File: src/rtl/fetch_unit.sv
// Instruction-fetch stage with IF/ID pipeline register and a loadable instruction memory.
// A small FSM sequences program loading, normal fetch and halt on a dedicated opcode.
module fetch_unit #(
  parameter int unsigned PC_WIDTH = 6,
  parameter logic [5:0]  HALT_OP  = 6'b111111,
  parameter logic [31:0] NOP_WORD = 32'h0000_0000
) (
  input  logic                clk,
  input  logic                rst,
  input  logic                stall,
  input  logic                Taken,
  input  logic [PC_WIDTH-1:0] PCJin,
  input  logic                prog_en,
  input  logic                prog_we,
  input  logic [PC_WIDTH-1:0] prog_addr,
  input  logic [31:0]         prog_data,
  output logic [31:0]         Instruction,
  output logic [PC_WIDTH-1:0] PCnext,
  output logic                valid,
  output logic                halted,
  output logic [PC_WIDTH-1:0] pc
);

  localparam int unsigned Depth = 2 ** PC_WIDTH;
  localparam logic [PC_WIDTH-1:0] PcZero = '0;
  localparam logic [PC_WIDTH-1:0] PcOne  = PC_WIDTH'(1);

  typedef enum logic [1:0] {StRun, StLoad, StHalt} state_e;

  state_e              r_state, w_state_d;
  logic [PC_WIDTH-1:0] r_pc, w_pc_d;
  logic [PC_WIDTH-1:0] r_pcnext, w_pcnext_d;
  logic [31:0]         r_instr, w_instr_d;
  logic                r_valid, w_valid_d;

  logic [31:0]         r_mem [Depth];
  logic [31:0]         w_word;
  logic [PC_WIDTH-1:0] w_pc_inc;

  assign w_word   = r_mem[r_pc];
  assign w_pc_inc = r_pc + PcOne;

  always_comb begin
    w_state_d  = r_state;
    w_pc_d     = r_pc;
    w_pcnext_d = r_pcnext;
    w_instr_d  = r_instr;
    w_valid_d  = r_valid;
    unique case (r_state)
      StLoad: begin
        w_pc_d     = PcZero;
        w_instr_d  = NOP_WORD;
        w_pcnext_d = PcZero;
        w_valid_d  = 1'b0;
        if (!prog_en) begin
          w_state_d = StRun;
        end
      end
      StHalt: begin
        // Taken and stall are deliberately ignored; only loading leaves HALT.
        if (prog_en) begin
          w_state_d = StLoad;
          w_pc_d    = PcZero;
        end
      end
      default: begin
        if (prog_en) begin
          w_state_d  = StLoad;
          w_pc_d     = PcZero;
          w_instr_d  = NOP_WORD;
          w_pcnext_d = PcZero;
          w_valid_d  = 1'b0;
        end else if (Taken) begin
          // Flush the wrong-path word; redirect outranks stall.
          w_pc_d     = PCJin;
          w_instr_d  = NOP_WORD;
          w_pcnext_d = PcZero;
          w_valid_d  = 1'b0;
        end else if (stall) begin
          w_pc_d = r_pc;
        end else if (w_word[31:26] == HALT_OP) begin
          w_state_d  = StHalt;
          w_instr_d  = NOP_WORD;
          w_pcnext_d = PcZero;
          w_valid_d  = 1'b0;
        end else begin
          w_instr_d  = w_word;
          w_pcnext_d = w_pc_inc;
          w_valid_d  = 1'b1;
          w_pc_d     = w_pc_inc;
        end
      end
    endcase
  end

  always_ff @(posedge clk or negedge rst) begin
    if (!rst) begin
      r_state  <= StRun;
      r_pc     <= PcZero;
      r_pcnext <= PcZero;
      r_instr  <= NOP_WORD;
      r_valid  <= 1'b0;
    end else begin
      r_state  <= w_state_d;
      r_pc     <= w_pc_d;
      r_pcnext <= w_pcnext_d;
      r_instr  <= w_instr_d;
      r_valid  <= w_valid_d;
    end
  end

  // Memory is intentionally outside the reset domain so programs survive reset.
  always_ff @(posedge clk) begin
    if (r_state == StLoad && prog_we) begin
      r_mem[prog_addr] <= prog_data;
    end
  end

  assign Instruction = r_instr;
  assign PCnext      = r_pcnext;
  assign valid       = r_valid;
  assign halted      = (r_state == StHalt);
  assign pc          = r_pc;

endmodule
File: config.mk
export PLATFORM = sky130hd
export DESIGN_NAME = fetch_unit
export DESIGN_NICKNAME = d
export VERILOG_FILES = /design/src/rtl/fetch_unit.sv
export SDC_FILE = /design/constraint.sdc
export NUM_CORES = 2
export LEC_CHECK = 0
export BUFFER_PORTS_ARGS = -buffer_cell sky130_fd_sc_hd__clkbuf_2
export CAP_MARGIN = 25
export CORE_UTILIZATION = 45
export DETAILED_ROUTE_END_ITERATION = 12
export PLACE_DENSITY_LB_ADDON = 0.25
export SYNTH_ARGS = -nofsm -noshare
export SYNTH_HDL_FRONTEND = slang
export SYNTH_SLANG_ARGS = --single-unit
File: constraint.sdc
create_clock -name clk -period 3.5 [get_ports clk]
set_input_delay 0.175 -clock clk [delete_from_list [all_inputs] [get_ports clk]]
set_output_delay 0.175 -clock clk [all_outputs]
set_load 0.03 [all_outputs]
== Word-level counts from Yosys, hierarchy flattened ==
Memory sizes are Yosys's and may differ from the RTL's.
Index checks and enable logic that the tools add are counted.

* Word-level logic and storage cells: 52
* Bits in registers: 47
* Memory bits (writable): 2,048
* Memories kept: 1
* Output and inout bits: 46
* Input port bits: 50

* Bitwise gates (word level): 1
* $add $sub $neg: 1
* Reduce and logical (&&, ||, !) cells: 5
* Mux-type cells: 30
* Eq/ne operators: 9

{| class="wikitable"
|+ Memories
! name !! depth !! width !! read ports !! clocked after memory_dff !! wr ports !! line !! RTL
|-
| r_mem || 64 || 32 || 1 || 0 || 1 || 36 || <nowiki>logic [31:0] r_mem [Depth];</nowiki>
|}

{| class="wikitable"
|+ Operator list
! operator !! number
|-
| 32-bit 2-to-1 mux || 4
|-
| 32-bit one-hot mux with 2 select lines || 1
|-
| 6-bit 2-to-1 mux || 9
|-
| 6-bit one-hot mux with 2 select lines || 2
|-
| 2-bit 2-to-1 mux || 6
|-
| 6-bit by 1-bit adder with 6-bit output, second input constant || 1
|-
| 6-bit equality test, second input constant || 1
|-
| 1-bit 2-to-1 mux || 6
|-
| 3-bit by 1-bit inequality test with 1-bit output, second input constant || 2
|-
| 5-bit AND reduction || 1
|-
| 2-bit inequality test, second input constant || 2
|-
| 4-bit by 1-bit inequality test with 1-bit output, second input constant || 1
|-
| 4-bit by 3-bit inequality test with 1-bit output, second input constant || 1
|-
| 2-bit one-hot mux with 2 select lines || 1
|-
| 3-bit AND reduction || 1
|-
| 3-bit nonzero test || 1
|-
| 2-bit by 1-bit equality test with 1-bit output, second input constant || 1
|-
| 2-bit equality test, second input constant || 1
|-
| 1-bit one-hot mux with 2 select lines || 1
|-
| 2-bit AND reduction || 1
|-
| 1-bit logical AND || 1
|-
| 1-bit NOT || 1
|}

== Logic depth before layout (Yosys ltp) ==
An unclocked memory read counts as a cell.

* Depth after elaboration: 7
* Depth in mapped cells: 16

== Least setup slack after synthesis ==
No wires, ideal clock.

* Path type: reg-to-reg
* Start: register r_pc[0], in the netlist pc[0]
* End: register r_instr[0], in the netlist Instruction[0]
* Path buffers: 8
* Arrival time: 3,126 ps
* Clock period less this slack: 3,247 ps
* Path slack: 253 ps
* Library setup time: 121 ps
* Cell stages (with the launch flop): 15
* Cell sequence: dfrtp_1 > buf_6 > buf_12 > buf_8 > buf_8 > buf_8 > buf_4 > clkbuf_1 > buf_2 > mux4_2 > a22oi_1 > nand3_1 > nand3_1 > nand2_1 > a22o_1

* Longest elaborated chain between the ends: 7

{| class="wikitable"
|+ Ends and longest elaborated chain
! what !! line !! RTL
|-
| start: declaration || 31 || <nowiki>logic [PC_WIDTH-1:0] r_pc, w_pc_d;</nowiki>
|-
| start signal: assignment || 99 || <nowiki>r_pc <= PcZero;</nowiki>
|-
| start signal: assignment || 105 || <nowiki>r_pc <= w_pc_d;</nowiki>
|-
| memory 64 x 32 bit * || -- ||
|-
| 6-bit equality test || 81 || <nowiki>end else if (w_word[31:26] == HALT_OP) begin</nowiki>
|-
| 32-bit 2-to-1 mux * || 81 ||
|-
| 32-bit 2-to-1 mux * || 79 || <nowiki>end else if (stall) begin</nowiki>
|-
| 32-bit 2-to-1 mux * || 73 || <nowiki>end else if (Taken) begin</nowiki>
|-
| 32-bit 2-to-1 mux * || 67 || <nowiki>if (prog_en) begin</nowiki>
|-
| 32-bit one-hot mux with 2 select lines * || 49 || <nowiki>unique case (r_state)</nowiki>
|-
| end signal: assignment || 107 || <nowiki>r_instr <= w_instr_d;</nowiki>
|-
| end: declaration || 33 || <nowiki>logic [31:0] r_instr, w_instr_d;</nowiki>
|}

Mark *: on every way between the ends. The rest lies on a longest branch, timed or not. The select of a mux whose other input is x is not followed.
A chain may end at the register's enable or synchronous reset.

== Worst setup path in the final report ==
* Start: register r_pc[0], in the netlist pc[0]
* End: register r_instr[10], in the netlist Instruction[10]

Same word-level chain as after synthesis.

==> metrics.cfg <==
[cts]
htree_levels=4
cts_buffer_depth=3
clk_latency_ns=0.84
cts-resized-gates=0
cts-root-buf=clkbuf_16
cts_setup_buffers=0
cts_tree=yes
cts_sinks=2095
numCtsBuffers=202
path_clk_slew_ns=0.06

[grt]
grt_pass1_vias=42160
grt_pass1_wl_mm=302.3
grt_max_degree=84
antenna_found_initial=8
track_usage=0.2325
overflow=0

[die]
io_pins=96
dieWidth_um=426.7
die_area_um2=182000
fp.dieH_um=426.7
fp.coreArea_um2=178800
initial_core_util=0.4539
num_rows=155

[synthesis]
ys_seq_elements=2095
syn-num-nets=4137
syn_area_per_cell_um2=19.87
async_reset_ff_frac=0.02243
synth_area_leader_cell=edfxtp_1
yosys.cell_types.count=65
synth_flop_cell=edfxtp_1
synth_cells=4084
synth_edf_count=2048
yosys_warnings=0
synth_top_area_share=0.7578
yosysSeqAreaShare=0.7723
synthTopCellsByArea=edfxtp_1, mux4_2, mux2i_1, dfrtp_1, mux2_1
synth_area_um2=81160

[critical_path]
required_ns=4.27
rrSetupSlack_ns=0.13
crit_type=reg2reg
critPathArrivalTime_ns=4.14
r2r-start=pc[0]
rr_worst_depth=12
critPathLaunchType=flip-flop
cp_max_fo=34
reg2reg_to=Instruction[10]
crit_path_end_kind=flip-flop

[route]
ant_nets=0
drc=0
post_drt_via_cell_ratio=6.019
drt_iter0_drc=3992
wl_per_cell_um=30.43
routed_wl_mm=210.6
dr.pass1.iters=5
route.vias.total=41650

[final_layout]
final_cell_mix=edfxtp_1, mux2i_1, mux4_2, clkbuf_16, nand3_1
fin_util=0.5230
syn2layout_area_growth_pct=15.23
fin_nets=4450
drive_gt1_frac=0.2163
mostFrequentLayoutCell=edfxtp_1

[sta]
tns_ns=0
maxSlewViolCount=0
rsz0062_at_grt=false
period_needed_ns=3.367
setup_viol=0
finalHoldViolCount=0
max_freq_mhz=297.0
relSlewSlack=0.3077
worstMarginPinSlew_ns=1.038
post-route-period-util=0.9620
clock_skew_ns=0.04003

[placed_design]
hpwl_mm=117.2
place_congestion=0.8461
io_buffers=95

[job]
cap_violations=0

[outcome]
outcome=finished clean

[power_and_ir_drop]
leakage_uw=0.02885
vdd_drop_max_v=0.0005421
p_per_area_nw_per_um2=644.6
power.total_uw=60280

[hold_path]
holdCritPathClass=in2async

## repair_timing
action,4_1_cts,5_1_grt
hold endpoints to repair,1080,26
hold buffers,39,1
setup endpoints to repair,0,0
## per-stage QoR
| stage | instances | instance area (um^2) | setup slack, ns | hold slack (ns) |
|---|---|---|---|---|
| 2_1_floorplan | 4084 | 81160 | 0.2531 | -0.1206 |
| 3_3_place_gp | 6494 | 86410 | 0.09620 | -0.02592 |
| 3_5_place_dp | 6507 | 86680 | 0.1278 | -0.02828 |
| 4_1_cts | 6916 | 93480 | 0.1268 | 0.008910 |
| 5_1_grt | 6919 | 93510 | 0.02796 | 0.05456 |
| 6_report | 6920 | 93520 | 0.1331 | 0.02596 |
## critical path, cell delays in order (launching register included)
cell,delay [ns]
dfrtp_4,0.60
buf_12,0.22
buf_12,0.16
mux4_2,0.50
a22o_1,0.20
o21ai_0,0.29
o21ai_0,0.14
a22o_1,0.27
nand4_2,0.19
o21ai_4,0.11
nor3_4,0.16
buf_12,0.22
a22o_1,0.18
## synth_stat cells, types with 60 or more instances
cell      number
edfxtp_1    2048
mux2i_1      340
mux4_2       301
nand3_1      170
o21ai_0      132
clkbuf_1     131
a21oi_1      116
a22oi_1      111
a221oi_1     106
o21ai_1       92
mux2_1        89
nor2_1        80
buf_2         64
nand2_1       60
## cell type report
cell class | count | area, um^2
Sequential cell | 2095 | 62700
Multi-Input combinational cell | 1738 | 17730
Antenna cell | 2 | 5.005
Timing Repair Buffer | 349 | 3679
Inverter | 11 | 42.54
Fill cell | 13950 | 85290
Clock buffer | 270 | 5445
Clock inverter | 100 | 968.4
Tap cell | 2355 | 2947
## worst max path at each step
stage,startpoint,end,slack [ns],depth (start not counted)
global placement,pc[0],Instruction[20],0.1,12
CTS,pc[0],Instruction[24],0.13,12
detailed placement,pc[0],Instruction[23],0.13,12
global route,pc[0],Instruction[24],0.03,12
floorplan,pc[0],Instruction[0],0.25,14
finish,pc[0],Instruction[10],0.13,12
## per-layer routing
| metal | part of all wire | up-vias | GRT usage |
|---|---|---|---|
| met3 | 0.060 | 317 | 0.03786 |
| met5 | 0.00022 | - | 0 |
| met1 | 0.41 | 22320 | 0.3153 |
| met2 | 0.49 | 1391 | 0.3843 |
| li1 | - | 17620 | - |
| met4 | 0.031 | 6 | 0.07565 |
## kinds of logic after synthesis
family | Yosys count | synth area share
AO/OA/AOI/OAI | 636 | 0.05106
multiplexers | 745 | 0.1399
flip-flops | 2095 | 0.7723
AND/OR/NAND/NOR | 350 | 0.02034
adder cells (fa/ha/maj) | 3 | 0.0004626
XOR/XNOR | 4 | 0.0004316
buffers and inverters | 251 | 0.01553
## sequential cells by signal, indices dropped and copies added, names as in the netlist
signal       cells
pc               6
valid            1
r_state          2
PCnext           6
Instruction     32
r_mem         2048
## power breakdown
group / leakage [uW] / switching, uW / internal (uW)
registers: 0.0190 / 292 / 27800
logic: 0.00668 / 6460 / 4540
clock network: 0.00314 / 9180 / 12000
Note: power is estimated with default switching activity, not from simulation.
